File: src/rtl/mem_stage.sv
// RV32I memory-access stage: load/store over a req/ack data port, writeback
// value generation, and the MEM forwarding pair / stall line back to execute.
module mem_stage #(
  parameter int unsigned ADDR_W = 32
) (
  input  logic              clk,
  input  logic              rst_n,
  input  logic [31:0]       IR_in,
  input  logic [31:0]       ALU_in,
  input  logic [31:0]       B_in,
  input  logic [31:0]       PC_in,
  input  logic              v_in,
  output logic              r_out,
  output logic              v_out,
  input  logic              r_in,
  output logic [31:0]       IR_out,
  output logic [31:0]       WD_out,
  output logic [31:0]       FM,
  output logic [4:0]        AM,
  output logic              stall,
  output logic              mis_err,
  output logic              dmem_req,
  output logic              dmem_we,
  output logic [ADDR_W-1:0] dmem_addr,
  output logic [3:0]        dmem_be,
  output logic [31:0]       dmem_wdata,
  input  logic              dmem_ack,
  input  logic [31:0]       dmem_rdata
);

  localparam logic [6:0] OP_LOAD   = 7'b0000011;
  localparam logic [6:0] OP_STORE  = 7'b0100011;
  localparam logic [6:0] OP_BRANCH = 7'b1100011;
  localparam logic [6:0] OP_JAL    = 7'b1101111;
  localparam logic [6:0] OP_JALR   = 7'b1100111;

  typedef enum logic [1:0] {IDLE, MEM_WAIT, HOLD} state_t;

  state_t            state_q, state_d;
  logic              v_q, v_d;
  logic [31:0]       ir_q, ir_d;
  logic [31:0]       wd_q, wd_d;
  logic              req_q, req_d;
  logic              we_q, we_d;
  logic [ADDR_W-1:0] addr_q, addr_d;
  logic [3:0]        be_q, be_d;
  logic [31:0]       wdata_q, wdata_d;
  logic              mis_err_q, mis_err_d;
  logic              bub_q, bub_d;
  logic [1:0]        off_q, off_d;

  logic [6:0]  op_in;
  logic [2:0]  f3_in;
  logic [1:0]  off_in;
  logic        is_load_in, is_store_in, misalign_in, accept;
  logic [3:0]  st_be;
  logic [31:0] st_wdata;
  logic [7:0]  ld_byte;
  logic [15:0] ld_half;
  logic [31:0] ld_data;
  logic [6:0]  op_q;
  logic [4:0]  rd_q;

  assign op_in       = IR_in[6:0];
  assign f3_in       = IR_in[14:12];
  assign off_in      = ALU_in[1:0];
  assign is_load_in  = (op_in == OP_LOAD);
  assign is_store_in = (op_in == OP_STORE);
  assign misalign_in = ((f3_in == 3'b010) && (off_in != 2'b00)) ||
                       (((f3_in == 3'b001) || (f3_in == 3'b101)) && off_in[0]);

  assign r_out  = (state_q == IDLE) && (!v_q || r_in);
  assign accept = v_in && r_out;

  always_comb begin
    st_be    = '0;
    st_wdata = B_in;
    case (f3_in)
      3'b000: begin
        st_be    = 4'b0001 << off_in;
        st_wdata = {4{B_in[7:0]}};
      end
      3'b001: begin
        st_be    = 4'b0011 << off_in;
        st_wdata = {2{B_in[15:0]}};
      end
      3'b010: st_be = 4'b1111;
      default: st_be = '0;
    endcase
  end

  // Lane selection uses the byte offset captured at accept, since dmem_addr is word-aligned.
  assign ld_byte = dmem_rdata[{off_q, 3'b000} +: 8];
  assign ld_half = dmem_rdata[{off_q[1], 4'b0000} +: 16];

  always_comb begin
    case (ir_q[14:12])
      3'b000:  ld_data = {{24{ld_byte[7]}}, ld_byte};
      3'b100:  ld_data = {24'd0, ld_byte};
      3'b001:  ld_data = {{16{ld_half[15]}}, ld_half};
      3'b101:  ld_data = {16'd0, ld_half};
      3'b010:  ld_data = dmem_rdata;
      default: ld_data = '0;
    endcase
  end

  always_comb begin
    state_d   = state_q;
    v_d       = v_q;
    ir_d      = ir_q;
    wd_d      = wd_q;
    req_d     = req_q;
    we_d      = we_q;
    addr_d    = addr_q;
    be_d      = be_q;
    wdata_d   = wdata_q;
    mis_err_d = 1'b0;
    bub_d     = bub_q;
    off_d     = off_q;
    case (state_q)
      IDLE: begin
        if (accept) begin
          ir_d  = IR_in;
          off_d = off_in;
          bub_d = 1'b0;
          if ((is_load_in || is_store_in) && misalign_in) begin
            v_d       = 1'b1;
            wd_d      = '0;
            bub_d     = 1'b1;
            mis_err_d = 1'b1;
          end else if (is_load_in || is_store_in) begin
            state_d = MEM_WAIT;
            v_d     = 1'b0;
            req_d   = 1'b1;
            we_d    = is_store_in;
            addr_d  = {ALU_in[ADDR_W-1:2], 2'b00};
            be_d    = is_store_in ? st_be : 4'b1111;
            wdata_d = is_store_in ? st_wdata : '0;
          end else begin
            v_d  = 1'b1;
            wd_d = ((op_in == OP_JAL) || (op_in == OP_JALR)) ? PC_in + 32'd4 : ALU_in;
          end
        end else if (v_q && r_in) begin
          v_d = 1'b0;
        end
      end
      MEM_WAIT: begin
        if (dmem_ack) begin
          req_d   = 1'b0;
          we_d    = 1'b0;
          v_d     = 1'b1;
          wd_d    = (ir_q[6:0] == OP_LOAD) ? ld_data : '0;
          state_d = r_in ? IDLE : HOLD;
        end
      end
      HOLD: begin
        if (r_in) begin
          state_d = IDLE;
          v_d     = 1'b0;
        end
      end
      default: state_d = IDLE;
    endcase
  end

  always_ff @(posedge clk or negedge rst_n) begin
    if (!rst_n) begin
      state_q   <= IDLE;
      v_q       <= 1'b0;
      ir_q      <= '0;
      wd_q      <= '0;
      req_q     <= 1'b0;
      we_q      <= 1'b0;
      addr_q    <= '0;
      be_q      <= '0;
      wdata_q   <= '0;
      mis_err_q <= 1'b0;
      bub_q     <= 1'b0;
      off_q     <= '0;
    end else begin
      state_q   <= state_d;
      v_q       <= v_d;
      ir_q      <= ir_d;
      wd_q      <= wd_d;
      req_q     <= req_d;
      we_q      <= we_d;
      addr_q    <= addr_d;
      be_q      <= be_d;
      wdata_q   <= wdata_d;
      mis_err_q <= mis_err_d;
      bub_q     <= bub_d;
      off_q     <= off_d;
    end
  end

  assign op_q = ir_q[6:0];
  assign rd_q = ir_q[11:7];
  assign AM   = (v_q && (op_q != OP_STORE) && (op_q != OP_BRANCH) && !bub_q) ? rd_q : 5'd0;
  assign FM   = wd_q;

  assign v_out      = v_q;
  assign IR_out     = ir_q;
  assign WD_out     = wd_q;
  assign stall      = (state_q == MEM_WAIT);
  assign mis_err    = mis_err_q;
  assign dmem_req   = req_q;
  assign dmem_we    = we_q;
  assign dmem_addr  = addr_q;
  assign dmem_be    = be_q;
  assign dmem_wdata = wdata_q;

endmodule

File: config.mk
export PLATFORM = sky130hd
export DESIGN_NAME = mem_stage
export DESIGN_NICKNAME = d
export VERILOG_FILES = /design/src/rtl/mem_stage.sv
export SDC_FILE = /design/constraint.sdc
export NUM_CORES = 1
export LEC_CHECK = 0
export ABC_AREA = 1
export CAP_MARGIN = 10
export CORE_MARGIN = 4
export CORE_UTILIZATION = 48
export CTS_BUF_LIST = sky130_fd_sc_hd__clkbuf_8
export DETAILED_ROUTE_END_ITERATION = 8
export GPL_TIMING_DRIVEN = 1
export HOLD_SLACK_MARGIN = 0.15
export PLACE_DENSITY = 0.88
export SYNTH_ARGS = -nofsm -noshare
export SYNTH_HDL_FRONTEND = slang
export SYNTH_SLANG_ARGS = --single-unit
File: constraint.sdc
create_clock -name clk -period 4.1 [get_ports clk]
set_clock_uncertainty 0.2 [all_clocks]
set_input_delay 0.615 -clock clk [delete_from_list [all_inputs] [get_ports clk]]
set_output_delay 0.615 -clock clk [all_outputs]
set_load 0.05 [all_outputs]
==> flow_metrics.env, run 1 <==
export IMPL_rows=47
export IMPL_gr_total_overflow=0
export IMPL_area_delta_synth_final_pct=44.10
export IMPL_min_period_ns=3.692
export IMPL_whs_ns=0.2737
export IMPL_async_flop_share_pct=100.0
export IMPL_wl_per_cell_microns=17.72
export IMPL_worstSetupStartpointType="register"
export IMPL_yosysTopAreaCell="dfrtp_1"
export IMPL_die_x_microns=139.7
export IMPL_relSlewSlack_pct=20.09
export IMPL_insertion_delay_ns=0.45
export IMPL_maxCapViolCount=0
export IMPL_p_sw_share_pct=53.18
export IMPL_syn_instance_count=1196
export IMPL_cts_made_buffers=17
export IMPL_vdd_drop_max_uv=549.8
export IMPL_initial_core_util_pct=49.65
export IMPL_period_share_pct=90.04
export IMPL_worst_pin_slew_ns=1.197
export IMPL_yosys_top_cells_area="dfrtp_1 42%, nand2_1 16%, nor2_1 8.5%"
export IMPL_crit_type="register to primary output"
export IMPL_avgSynthCellArea_sq_um=6.957
export IMPL_switchingPower_uw=4675
export IMPL_coreArea_sq_um=16760
export IMPL_clkTransAtPathRegs_ns=0.08
export IMPL_clkPwrFrac_pct=12.7
export IMPL_grt_pass1_vias=8739
export IMPL_fp_dieArea_sq_um=19500
export IMPL_synth_cell_type_count=35
export IMPL_crit_path_end_kind="primary output"
export IMPL_final_common_cell="nand2_1"
export IMPL_ys_seq_elements=139
export IMPL_drtPass1Iterations=5
export IMPL_port_buffers=337
export IMPL_clock_path_buffers=2
export IMPL_drt_iter0_drc=757
export IMPL_yosys_warnings=0
export IMPL_cts_tree="done"
export IMPL_rsz0062_at_grt="false"
export IMPL_post_drt_via_cell_ratio=5.280
export IMPL_gp_congestion=0.9899
export IMPL_grt_pass1_wl_microns=47060
export IMPL_postCtsHoldBufs=1
export IMPL_vias=9060
export IMPL_seqPwrFrac_pct=24.8
export IMPL_cts_root_buffer="clkbuf_8"
export IMPL_fin_cells=1716
export IMPL_required_ns=3.28
export IMPL_pwr_density_cell_nw_per_um2=733.2
export IMPL_layout_nets=1651
export IMPL_p_int_uw=4117
export IMPL_rrSetupSlack_ns=1.20
export IMPL_hold_violations=0
export IMPL_h_tree_depth=4
export IMPL_final_cell_mix="365 x nand2_1, 336 x clkdlybuf4s50_1, 187 x nor2_1, 139 x dfrtp_1, 108 x inv_1"
export IMPL_fmax_mhz=270.9
export IMPL_synth_ff_type="dfrtp_1"
export IMPL_hpwl_microns=23660
export IMPL_ant_nets=0
export IMPL_antenna_found_initial=4
export IMPL_cts_repair_resized=0
export IMPL_drive_gt1_share_pct=5.224
export IMPL_synth_edff_count=0
export IMPL_wl_microns=30410
export IMPL_yosysTopAreaCellShare_pct=41.80
export IMPL_grt_start_max_net_pins=83
export IMPL_die_h_microns=139.7
export IMPL_syn_area_sq_um=8320
export IMPL_post_place_cells=1681
export IMPL_grt_util_all_layers_pct=30.22
export IMPL_setup_viol=0
export IMPL_status="complete, no violations"
export IMPL_crit_fanout=5
export IMPL_cp_data_arrival_time_ns=2.88
export IMPL_p_comb_share_pct=62.4
export IMPL_pin_count=340
export IMPL_drc=0
export IMPL_power_leakage_uw=0.005506
export IMPL_finalSetupTns_ns=0
export IMPL_cts_sinks=139
export IMPL_fin_util_pct=71.54
export IMPL_synth_seq_area_share_pct=41.80
export IMPL_total_power_uw=8792
export IMPL_slew_viol_final=0
export IMPL_hold_class="register to register"
export IMPL_post_cts_buffers=0
-- sequential cells by signal, indices dropped and copies added (netlist names), 2 cells and up --
name        cells
FM             32
IR_out         32
dmem_wdata     32
dmem_addr      30
dmem_be         4
off_q           2
state_q         2
-- synth_stat cells (4+ instances only) --
library cell,instances
a21oi_1,60
a2bb2oi_1,4
buf_1,5
buf_2,13
buf_4,37
clkbuf_1,24
dfrtp_1,139
ha_1,5
inv_1,108
inv_2,5
mux2_2,21
nand2_1,365
nand3_1,57
nand3b_1,4
nor2_1,189
nor2_2,4
o211ai_1,12
o21ai_0,83
o21ai_1,20
o22ai_1,8
o31ai_1,9
-- stage by stage --
step | worst slack, ns | cell area (sq um)
after detailed placement | 0.6876 | 11580
after global routing | 0.2950 | 11990
after global placement | 0.8082 | 11580
final | 0.4084 | 11990
after CTS | 0.4015 | 11980
after floorplan | 1.586 | 8324
-- kinds of logic (layout without fill, tap and decap cells) --
kind of cell,count (synthesis),in the layout,share of synthesized area [%]
AOI/OAI and AO/OA,199,199,12.99
buffers and inverters,196,492,10.89
adders and majority gates,5,5,0.7519
and+or+nand+nor,632,632,30.36
DFF,139,139,41.80
xor gates and xnor gates,3,3,0.3158
other,1,5,0.04507
muxes,21,21,2.842
-- final cells by class --
type                    instances  area [sq um]
clock buffers                  18         247.7
inverters                     115         431.7
clock inverters                13         142.6
diodes                          3         7.507
repair buffers                346          3457
fillers                      1358          4770
well taps                     220         275.3
multi-input cells             862          3950
flip-flops and latches        139          3478
-- routing by layer --
metal	vias to the layer above	part of all wire (%)	track usage, %
met5	-	0.026	0
met2	468	48	50.08
li1	4334	-	-
met4	2	2.7	10.71
met1	4197	40	38.43
met3	59	9.2	7.925
-- power groups by stage --
stage          Combinational (uW)  Sequential (uW)  Clock [uW]
2_1_floorplan                2580             3420           0
3_3_place_gp                 5400             2180           0
3_5_place_dp                 5460             2200           0
4_1_cts                      5490             2180        1130
5_1_grt                      5820             2240        1190
6_report                     5490             2180        1120
-- worst paths after layout --
kind	endpoint	cells past startpoint	from
worst max-delay path	AM[3]	5	IR_out[3]$_DFFE_PN0P_
worst min-delay path	dmem_addr[15]$_DFFE_PN0P_	2	dmem_addr[15]$_DFFE_PN0P_
worst max register to register	FM[9]$_DFFE_PN0P_	11	off_q[1]$_DFFE_PN0P_
worst min register to register	dmem_addr[15]$_DFFE_PN0P_	2	dmem_addr[15]$_DFFE_PN0P_
max in group asynchronous	dmem_addr[9]$_DFFE_PN0P_	3	rst_n
min in group asynchronous	IR_out[11]$_DFFE_PN0P_	2	rst_n
-- critical path, cell delays in order, from the launching register on --
cell and delay, ns:
dfrtp_1 0.41, nor2_1 0.12, nand3_1 0.24, o31ai_1 0.82, nor2_1 0.09, clkdlybuf4s50_1 0.75
No activity file was read; power rests on OpenSTA's default activity.
==> inputs of run 2 (changes only) <==
--- a/config.mk
+++ b/config.mk
@@ -7,6 +7,7 @@
 export LEC_CHECK = 0
 export ABC_AREA = 1
 export CAP_MARGIN = 10
+export CORE_ASPECT_RATIO = 2
 export CORE_MARGIN = 4
 export CORE_UTILIZATION = 48
 export CTS_BUF_LIST = sky130_fd_sc_hd__clkbuf_8
@@ -17,3 +18,4 @@
 export SYNTH_ARGS = -nofsm -noshare
 export SYNTH_HDL_FRONTEND = slang
 export SYNTH_SLANG_ARGS = --single-unit
+export TNS_END_PERCENT = 100
==> run 2 against run 1 <==
  * Worst hold slack better by 0.0043 ns
  * Design area grew 0.37%
  * Via count is 0.22% higher
  * First-iteration DRC count shrank 38%
  * Sequential power barely moved
  * Maximum frequency up 2.9%
  * Global-route usage increased by 3.1 points
  * Wire length up 7.7%
  * Setup slack gained 0.11 ns
  * Die area grew 0.65%
  * Highest routed layer is now met4
==> flow_metrics.env, run 2 (synthesis results as in run 1) <==
export IMPL_ant_nets=0
export IMPL_drc=0
export IMPL_crit_path_end_kind="primary output"
export IMPL_grt_util_all_layers_pct=33.30
export IMPL_slew_viol_final=0
export IMPL_die_h_microns=194.2
export IMPL_wl_per_cell_microns=19.27
export IMPL_crit_chain="nor2_1 > nand3_1 > o31ai_1 > nor2_1 > clkdlybuf4s50_1"
export IMPL_h_tree_depth=4
export IMPL_area_delta_synth_final_pct=44.63
export IMPL_vdd_drop_max_uv=621.9
export IMPL_period_share_pct=87.47
export IMPL_cts_repair_resized=0
export IMPL_antenna_found_initial=0
export IMPL_cp_data_arrival_time_ns=2.77
export IMPL_min_period_ns=3.586
export IMPL_hpwl_microns=25750
export IMPL_p_int_uw=4282
export IMPL_p_sw_share_pct=52.32
export IMPL_gp_congestion=0.9658
export IMPL_layout_nets=1650
export IMPL_fin_util_pct=71.07
export IMPL_rows=67
export IMPL_maxCapViolCount=0
export IMPL_post_cts_buffers=0
export IMPL_initial_core_util_pct=49.14
export IMPL_clkTransAtPathRegs_ns=0.08
export IMPL_postCtsHoldBufs=1
export IMPL_crit_type="register to primary output"
export IMPL_post_dp_cell_area_sq_um=11570
export IMPL_clock_path_buffers=2
export IMPL_power_leakage_uw=0.005546
export IMPL_relSlewSlack_pct=33.49
export IMPL_crit_top_cell="nor2_1"
export IMPL_hold_class="register to register"
export IMPL_insertion_delay_ns=0.45
export IMPL_grt_pass1_vias=9230
export IMPL_n_antenna_cell=0
export IMPL_drtPass1Iterations=5
export IMPL_stdcell_area_sq_um=12030
export IMPL_pin_count=340
export IMPL_die_x_microns=101.1
export IMPL_total_power_uw=8980
export IMPL_p_comb_share_pct=61.1
export IMPL_grt_pass1_wl_microns=49880
export IMPL_cts_made_buffers=17
export IMPL_gr_total_overflow=0
export IMPL_cts_sinks=139
export IMPL_worst_slack_ns=0.5139
export IMPL_cts_tree="done"
export IMPL_max_stage_delay_ns=0.77
export IMPL_post_drt_via_cell_ratio=5.341
export IMPL_drt_iter0_drc=467
export IMPL_fp_dieArea_sq_um=19630
export IMPL_finalSetupTns_ns=0
export IMPL_port_buffers=337
export IMPL_detailedPlace_worstSlack_ns=1.012
export IMPL_rsz0062_at_grt="false"
export IMPL_crit_fanout=5
export IMPL_coreArea_sq_um=16930
export IMPL_final_cell_mix="365 x nand2_1, 336 x clkdlybuf4s50_1, 187 x nor2_1, 139 x dfrtp_1, 110 x inv_1"
export IMPL_pwr_density_cell_nw_per_um2=746.2
export IMPL_fmax_mhz=278.9
export IMPL_cts_root_buffer="clkbuf_8"
export IMPL_switchingPower_uw=4698
export IMPL_wl_microns=32760
export IMPL_drive_gt1_share_pct=5.090
export IMPL_final_common_cell="nand2_1"
export IMPL_worstSetupStartpointType="register"
export IMPL_grt_start_max_net_pins=96
export IMPL_worst_pin_slew_ns=0.9944
export IMPL_setup_viol=0
export IMPL_required_ns=3.28
export IMPL_clkPwrFrac_pct=14.6
export IMPL_status="complete, no violations"
export IMPL_vias=9080
export IMPL_hold_violations=0
export IMPL_seqPwrFrac_pct=24.3
export IMPL_critPathSlowestCell="o31ai_1"
## run 2: through the flow
stage	hold slack [ns]	cells
after CTS	0.2781	1700
after detailed placement	0.2587	1667
final	0.2780	1700
after floorplan	0.1194	1197
after global routing	0.3066	1700
after global placement	0.2524	1667
## run 2: power groups by stage
stage               clock network, uW  logic (uW)  registers (uW)
detailed placement                  0        5480            2200
global route                     1380        5830            2230
global placement                    0        5400            2170
floorplan                           0        2580            3420
CTS                              1310        5500            2170
finish                           1310        5490            2180
## run 2: area by class of cell
class | count | area [sq um]
inverter | 115 | 431.7
clock inverter | 15 | 219.0
timing repair buffer | 345 | 3462
multi-input combinational | 862 | 3950
sequential | 139 | 3478
clock buffer | 17 | 234.0
fill | 1406 | 4900
tap | 207 | 259.0
## run 2: per-layer routing
| metal | GRT usage, % | vias up | share of wire [%] |
|---|---|---|---|
| li1 | - | 4328 | - |
| met1 | 31.90 | 4213 | 31 |
| met2 | 61.73 | 427 | 55 |
| met3 | 6.806 | 112 | 6.9 |
| met4 | 21.06 | 0 | 7.0 |
| met5 | 0 | - | 0 |
## run 2: path summary, 6_finish.rpt
path	cells after the start	slack [ns]	end	startpoint
max	5	0.51	AM[2]	IR_out[3]$_DFFE_PN0P_
min	2	0.28	dmem_addr[10]$_DFFE_PN0P_	dmem_addr[10]$_DFFE_PN0P_
max reg2reg	11	1.13	FM[9]$_DFFE_PN0P_	off_q[1]$_DFFE_PN0P_
min reg2reg	2	0.28	dmem_addr[10]$_DFFE_PN0P_	dmem_addr[10]$_DFFE_PN0P_
max in group asynchronous	3	2.29	dmem_wdata[25]$_DFFE_PN0P_	rst_n
min in group asynchronous	2	0.58	dmem_addr[24]$_DFFE_PN0P_	rst_n
## run 2: worst max-delay path: cells and delay by family (launching register included)
| family | cells | cell delay [ns] |
|---|---|---|
| compound gates | 1 | 0.77 |
| buf+inv | 1 | 0.75 |
| flops | 1 | 0.40 |
| simple gates | 3 | 0.40 |
